**src/rtl/sprite_bus_pkg.sv**
```systemverilog
// Shared definitions for the sprite command bus: field positions, info codes,
// the command word layout and a small decode helper used by the queue and
// by every sprite display unit.
package sprite_bus_pkg;

    // Bit positions of each field inside a 32-bit command word.
    localparam int SUB_COMP_MSB   = 31;
    localparam int SUB_COMP_LSB   = 26;
    localparam int CHILD_COMP_MSB = 25;
    localparam int CHILD_COMP_LSB = 21;
    localparam int INFO_MSB       = 20;
    localparam int INFO_LSB       = 17;
    localparam int INPUT_TYPE_MSB = 16;
    localparam int INPUT_TYPE_LSB = 14;
    localparam int PP_SELC_BIT    = 13;
    localparam int MSG_MSB        = 12;
    localparam int MSG_LSB        = 0;

    // Info codes. Info 0 is the idle no-op the bus carries between commands.
    localparam logic [3:0] INFO_NOP   = 4'h0;
    localparam logic [3:0] INFO_WRITE = 4'h1;
    localparam logic [3:0] INFO_FLUSH = 4'hF;

    // First vcount value of vertical blank for 640x480 timing.
    localparam int V_ACTIVE_DEFAULT = 480;

    // Command word layout, MSB first.
    typedef struct packed {
        logic [5:0]  sub_comp;
        logic [4:0]  child_comp;
        logic [3:0]  info;
        logic [2:0]  input_type;
        logic        pp_selc;
        logic [12:0] msg;
    } sprite_cmd_t;

    // True when a raw command word carries the flush info code.
    function automatic logic is_flush(input logic [31:0] word);
        return word[INFO_MSB:INFO_LSB] == INFO_FLUSH;
    endfunction

endpackage

```
**src/rtl/cmd_fifo.sv**
```systemverilog
// Command storage: DEPTH x 32 synchronous FIFO with a combinational head
// read. A push while full is only taken when a pop frees a slot in the
// same cycle; a pop while empty is ignored.
module cmd_fifo #(
    parameter int DEPTH = 16
) (
    input  logic                       clk,
    input  logic                       rst_n,
    input  logic                       i_push,
    input  logic                       i_pop,
    input  logic [31:0]                i_wr_data,
    output logic [31:0]                o_rd_data,
    output logic                       o_full,
    output logic                       o_empty,
    output logic [$clog2(DEPTH):0]     o_count
);

    localparam int AW = $clog2(DEPTH);
    localparam int CW = AW + 1;

    logic [31:0]   r_mem [DEPTH];
    logic [AW-1:0] r_wr_ptr;
    logic [AW-1:0] r_rd_ptr;
    logic [CW-1:0] r_count;

    logic w_full;
    logic w_empty;
    logic w_do_pop;
    logic w_do_push;

    assign w_full    = (r_count == CW'(DEPTH));
    assign w_empty   = (r_count == '0);
    assign w_do_pop  = i_pop && !w_empty;
    assign w_do_push = i_push && (!w_full || w_do_pop);

    // Storage array: written on an accepted push, no reset needed.
    always_ff @(posedge clk) begin
        if (w_do_push) begin
            r_mem[r_wr_ptr] <= i_wr_data;
        end
    end

    // Pointers wrap naturally because DEPTH is a power of two.
    always_ff @(posedge clk or negedge rst_n) begin
        if (!rst_n) begin
            r_wr_ptr <= '0;
            r_rd_ptr <= '0;
        end else begin
            if (w_do_push) begin
                r_wr_ptr <= r_wr_ptr + 1'b1;
            end
            if (w_do_pop) begin
                r_rd_ptr <= r_rd_ptr + 1'b1;
            end
        end
    end

    // Occupancy: simultaneous push and pop leaves it unchanged.
    always_ff @(posedge clk or negedge rst_n) begin
        if (!rst_n) begin
            r_count <= '0;
        end else begin
            case ({w_do_push, w_do_pop})
                2'b10:   r_count <= r_count + 1'b1;
                2'b01:   r_count <= r_count - 1'b1;
                default: r_count <= r_count;
            endcase
        end
    end

    assign o_rd_data = r_mem[r_rd_ptr];
    assign o_full    = w_full;
    assign o_empty   = w_empty;
    assign o_count   = r_count;

endmodule

```
**src/rtl/sprite_cmd_queue.sv**
```systemverilog
// Sprite command queue: the CPU writes command words over Avalon-MM, they
// are buffered in cmd_fifo and issued one per cycle onto cmd_data. A flush
// word at the head holds itself and everything behind it until vertical
// blank, so display units swap buffers only outside the active picture.
//
// Bus handshake: there is no waitrequest. A write (chipselect & write) is
// taken in the cycle it is presented; a command write that finds the FIFO
// full with no pop that cycle is dropped and flagged in overflow. A read
// (chipselect & read) captures the status word at the clock edge, and
// readdata holds it from the following cycle until the next read.
module sprite_cmd_queue
    import sprite_bus_pkg::*;
#(
    parameter int DEPTH    = 16,
    parameter int V_ACTIVE = V_ACTIVE_DEFAULT
) (
    input  logic        clk,
    input  logic        reset,
    input  logic        chipselect,
    input  logic        write,
    input  logic        read,
    input  logic        address,
    input  logic [31:0] writedata,
    output logic [31:0] readdata,
    input  logic [9:0]  hcount,
    input  logic [9:0]  vcount,
    output logic [31:0] cmd_data
);

    localparam int         CW          = $clog2(DEPTH) + 1;
    localparam logic [9:0] LP_V_ACTIVE = 10'(V_ACTIVE);

    // FIFO interface
    logic [31:0]   w_head;
    logic          w_full;
    logic          w_empty;
    logic [CW-1:0] w_count;

    // Issue and bus decode
    logic w_cmd_wr;
    logic w_clr_wr;
    logic w_head_flush;
    logic w_stall;
    logic w_pop;
    logic w_push_ok;
    logic w_in_blank;

    // Status assembly
    logic [7:0]  w_count8;
    logic [15:0] w_status_hi;
    logic [31:0] w_status;

    // hcount is reserved for a future hblank gating mode.
    logic w_unused_hcount;

    // Registers
    logic [31:0] r_stage;
    logic [31:0] r_cmd_data;
    logic [31:0] r_readdata;
    logic        r_overflow;
    logic [15:0] r_flushes;

    assign w_unused_hcount = ^hcount;

    assign w_cmd_wr   = chipselect && write && !address;
    assign w_clr_wr   = chipselect && write && address;
    assign w_in_blank = (vcount >= LP_V_ACTIVE);

    // A flush at the head blocks the whole queue during active video.
    assign w_head_flush = !w_empty && is_flush(w_head);
    assign w_stall      = w_head_flush && !w_in_blank;
    assign w_pop        = !w_empty && !w_stall;
    assign w_push_ok    = w_cmd_wr && (!w_full || w_pop);

    cmd_fifo #(
        .DEPTH (DEPTH)
    ) u_cmd_fifo (
        .clk       (clk),
        .rst_n     (reset),
        .i_push    (w_push_ok),
        .i_pop     (w_pop),
        .i_wr_data (writedata),
        .o_rd_data (w_head),
        .o_full    (w_full),
        .o_empty   (w_empty),
        .o_count   (w_count)
    );

    // Issue stage: capture the popped word, or the no-op word when idle.
    always_ff @(posedge clk or negedge reset) begin
        if (!reset) begin
            r_stage <= '0;
        end else begin
            r_stage <= w_pop ? w_head : 32'h0;
        end
    end

    // Output register: each popped word drives the bus for one cycle.
    always_ff @(posedge clk or negedge reset) begin
        if (!reset) begin
            r_cmd_data <= '0;
        end else begin
            r_cmd_data <= r_stage;
        end
    end

    // Count flushes as they go out on the bus; wraps at 16 bits.
    always_ff @(posedge clk or negedge reset) begin
        if (!reset) begin
            r_flushes <= '0;
        end else if (is_flush(r_stage)) begin
            r_flushes <= r_flushes + 16'd1;
        end
    end

    // Sticky overflow: set by a dropped push, cleared by a status write.
    always_ff @(posedge clk or negedge reset) begin
        if (!reset) begin
            r_overflow <= 1'b0;
        end else if (w_cmd_wr && !w_push_ok) begin
            r_overflow <= 1'b1;
        end else if (w_clr_wr && writedata[0]) begin
            r_overflow <= 1'b0;
        end
    end

    assign w_count8    = 8'(w_count);
    assign w_status_hi = address ? r_flushes : 16'h0;
    assign w_status    = {w_status_hi, 4'h0, w_stall, r_overflow,
                          w_empty, w_full, w_count8};

    // Status read port, captured on every read strobe.
    always_ff @(posedge clk or negedge reset) begin
        if (!reset) begin
            r_readdata <= '0;
        end else if (chipselect && read) begin
            r_readdata <= w_status;
        end
    end

    assign cmd_data = r_cmd_data;
    assign readdata = r_readdata;

endmodule

```
**config.mk**
```make
export PLATFORM = sky130hd
export DESIGN_NAME = sprite_cmd_queue
export DESIGN_NICKNAME = d
export VERILOG_FILES = /design/src/rtl/sprite_bus_pkg.sv /design/src/rtl/cmd_fifo.sv /design/src/rtl/sprite_cmd_queue.sv
export SDC_FILE = /design/constraint.sdc
export NUM_CORES = 1
export LEC_CHECK = 0
export BUFFER_PORTS_ARGS = -buffer_cell sky130_fd_sc_hd__buf_2
export CAP_MARGIN = 10
export CORE_MARGIN = 8
export CORE_UTILIZATION = 51
export CTS_BUF_LIST = sky130_fd_sc_hd__clkbuf_4
export DETAILED_ROUTE_END_ITERATION = 12
export PLACE_DENSITY = 0.68
export SLEW_MARGIN = 25
export SYNTH_ARGS = -nofsm -noshare
export SYNTH_HDL_FRONTEND = slang
export SYNTH_SLANG_ARGS = --single-unit
```
**constraint.sdc**
```tcl
create_clock -name clk -period 5.96 [get_ports clk]
set_clock_uncertainty 0.2 [all_clocks]
set_input_delay 1.192 -clock clk [delete_from_list [all_inputs] [get_ports clk]]
set_output_delay 1.192 -clock clk [all_outputs]
set_load 0.005 [all_outputs]
```
==> run summary <==
Total Wirelength -> 48,800 µm
peak supply drop -> 0.000259 V
core area -> 46,500 µm²
Setup crit start kind -> register
root buffer cell -> clkbuf_4
vias in the first global route -> 12,300
TritonCTS buffer count -> 155
Pwr Density -> 440 nW/µm²
CP Class -> reg -> reg
CP Launch Point -> u_cmd_fifo.r_rd_ptr[1]$_DFFE_PN0P_
count of cell types in the netlist -> 53
final instance area -> 27,300 µm²
drt drc -> 0
r2r setup slk -> 1.53 ns
via/cell ratio -> 5.56
Final min period -> 4.43 ns
share of post-route cells with drive strength above 1 -> 0.379
DP Wirelength -> 24,600 µm
first-pass GRT wire length -> 73,600 µm
Routability Congestion -> 0.786
pin count of the biggest net entering global routing -> 110
Leak -> 9.58 nW
Synth top area share -> 0.642
post-cts gate resize count -> 0
fmax -> 226 MHz
leading register cell type out of synthesis -> edfxtp_1
CTS clk-pin slew, worst paths -> 0.06 ns
Worst slew margin -> 0.380
# rows -> 79
Clock Tree Buf Depth -> 3
number of max-cap violations -> 0
Ports -> 122
sequential-to-total area share from yosys stat -> 0.766
FFs w/ async S/R, synth -> 0.189
clock sinks -> 631
Initial Utilization -> 0.516
Worst R2R End -> u_cmd_fifo.o_count[4]$_DFFE_PN0P_
Post-Syn Area -> 24,000 µm²
critical path fanouts, max -> 42
Skew-Pair Late Insertion Delay -> 0.94 ns
synth top area cells -> edfxtp_1 (64%), mux4_2 (14%), dfrtp_1 (12%)
die height -> 233 µm
total power -> 0.0120 W
crit path DAT -> 5.02 ns
CP endpoint kind -> register
TNS Setup -> 0 ns
die area -> 54,200 µm²
Hold Fails Final Rpt -> 0
final setup fails -> 0
RR Startpoint -> u_cmd_fifo.r_rd_ptr[1]$_DFFE_PN0P_
Hold WC Path Type -> reg -> reg
routed vias -> 11,700
Synth Instances -> 1,134
H-tree depth -> 4
remaining global-route overflow -> 0
TritonCTS clock tree -> built
Die Wd -> 233 µm
number of flops mapped to enable cells by yosys -> 512
syn_area_per_cell -> 21.1 µm²
max-slew violation count -> 0
PortBufs -> 99
Routed Antenna Nets -> 0
outcome -> completed
All-Layer GR Usage -> 0.186
Final #Nets -> 1,435
worst endpoint required time -> 6.55 ns
unrepaired setup endpoints after global routing -> no
reg2reg path depth -> 16
initial antenna violation count -> 6
postcts setup bufs -> 0
YS warnings -> 0
CP endpoint -> u_cmd_fifo.o_count[4]$_DFFE_PN0P_
worst slew pin tran -> 0.930 ns
cell accounting for the most synthesized area -> edfxtp_1
area grow syn2layout -> 13.9%
# hold bufs at CTS -> 1
flops & latches, synth -> 631
Post-DP Area -> 25,300 µm²
Pre-antenna DRT Iters -> 5
DRT iter0 DRCs -> 991
wire length per cell -> 23.2 µm
fin crit share -> 0.743
fillcell total -> 3,501
-- area by class of cell --
| class | count | area (µm²) | area share |
|---|---|---|---|
| sequential | 631 | 18400 | 0.673 |
| multi-input combinational | 438 | 5360 | 0.196 |
| clock buffer | 249 | 1870 | 0.0685 |
| tap | 607 | 759 | 0.0278 |
| timing repair buffer | 131 | 757 | 0.0277 |
| clock inverter | 32 | 151 | 0.00555 |
| inverter | 9 | 33.8 | 0.00124 |
| antenna | 3 | 7.51 | 0.000275 |
-- report_power, final --
part / leakage [nW] / internal [W] / total [W] / switching (W)
combinational: 2.27 / 0.00152 / 0.00300 / 0.00147
clock: 1.22 / 0.00193 / 0.00354 / 0.00162
sequential: 6.08 / 0.00519 / 0.00548 / 0.000289
-- cells by family (layout without fill, tap and decap cells) --
group	count (synthesis)	count (layout)	share of synthesized area
xor+xnor	23	23	0.00841
fa+ha+maj	11	11	0.00606
simple gates	154	154	0.0337
buf+inv	71	421	0.0154
other cells	1	10	0.000156
flops	631	631	0.766
mux	170	170	0.149
compound gates	73	73	0.0214
-- how the worst min path moves through the flow --
stage                          startpoint                endpoint  slack [ns]  depth (start not counted)
finish               r_stage[4]$_DFF_PN0_   cmd_data[4]$_DFF_PN0_        0.15                          0
global route         r_stage[9]$_DFF_PN0_   cmd_data[9]$_DFF_PN0_        0.16                          0
CTS                 r_stage[10]$_DFF_PN0_  cmd_data[10]$_DFF_PN0_        0.15                          0
detailed placement  r_stage[10]$_DFF_PN0_  cmd_data[10]$_DFF_PN0_        0.13                          0
global placement    r_stage[25]$_DFF_PN0_  cmd_data[25]$_DFF_PN0_        0.13                          0
floorplan            r_stage[0]$_DFF_PN0_   cmd_data[0]$_DFF_PN0_        0.13                          0
-- flip-flops by register name, summed over array words and instances, names as in the netlist --
name	count
r_overflow	1
u_cmd_fifo.r_wr_ptr	4
cmd_data	32
readdata	25
u_cmd_fifo.o_count	5
u_cmd_fifo.r_mem	512
u_cmd_fifo.r_rd_ptr	4
r_stage	32
r_flushes	16
-- cells in the mapped netlist, types with 4 or more instances --
| master | count |
|---|---|
| nor2b_1 | 31 |
| inv_1 | 9 |
| buf_1 | 4 |
| buf_2 | 18 |
| clkbuf_1 | 26 |
| nor3_2 | 10 |
| a21oi_1 | 10 |
| nor2_1 | 9 |
| a221oi_2 | 6 |
| nand2_1 | 64 |
| xor2_1 | 8 |
| xnor2_1 | 15 |
| o21ai_0 | 31 |
| dfrtp_1 | 119 |
| nand3_1 | 14 |
| nand4_1 | 6 |
| mux2i_1 | 17 |
| buf_6 | 4 |
| ha_1 | 10 |
| a22oi_1 | 7 |
| nor3_1 | 7 |
| mux2_2 | 4 |
| mux4_2 | 145 |
| edfxtp_1 | 512 |
| buf_4 | 9 |
-- cell usage in the layout, fill, tap and decap left out, drive strengths merged, types with 12 or more instances in the layout --
cell type,instances
edfxtp,512
inv,12
buf,130
dfrtp,119
nand3,14
xnor2,15
clkbuf,249
clkinv,27
nor2b,31
mux4,148
o21ai,33
mux2i,17
nor3,18
nand2,64
-- worst max-delay path, cell delays in order, from the launching register on --
cell,delay [ns]
dfrtp_4,0.67
buf_4,0.61
mux4_1,0.31
o211a_1,0.16
a32oi_1,0.08
a22oi_1,0.42
nand2_1,0.21
o21ai_0,0.26
ha_1,0.26
inv_1,0.10
fa_1,0.40
inv_1,0.07
a21o_1,0.10
a21oi_1,0.07
xnor2_1,0.13
nor2_1,0.06
xor2_1,0.14
-- stage by stage --
step           cells  hold slack, ns   util  setup WS, ns
2_1_floorplan   1140           0.131      -          1.07
3_3_place_gp    1815           0.132  0.544          1.53
3_5_place_dp    1815           0.135  0.544          1.48
4_1_cts         2097           0.149  0.587          1.50
5_1_grt         2100           0.157  0.588          1.10
6_report        2100           0.147  0.588          1.53
-- layer usage --
metal	vias up	wire, µm	track usage
met5	-	28	0
met4	6	773	0.0616
met3	68	3540	0.0603
met2	411	23800	0.292
met1	6032	20700	0.245
li1	5160	-	-
(Power assumes the default switching activity.)
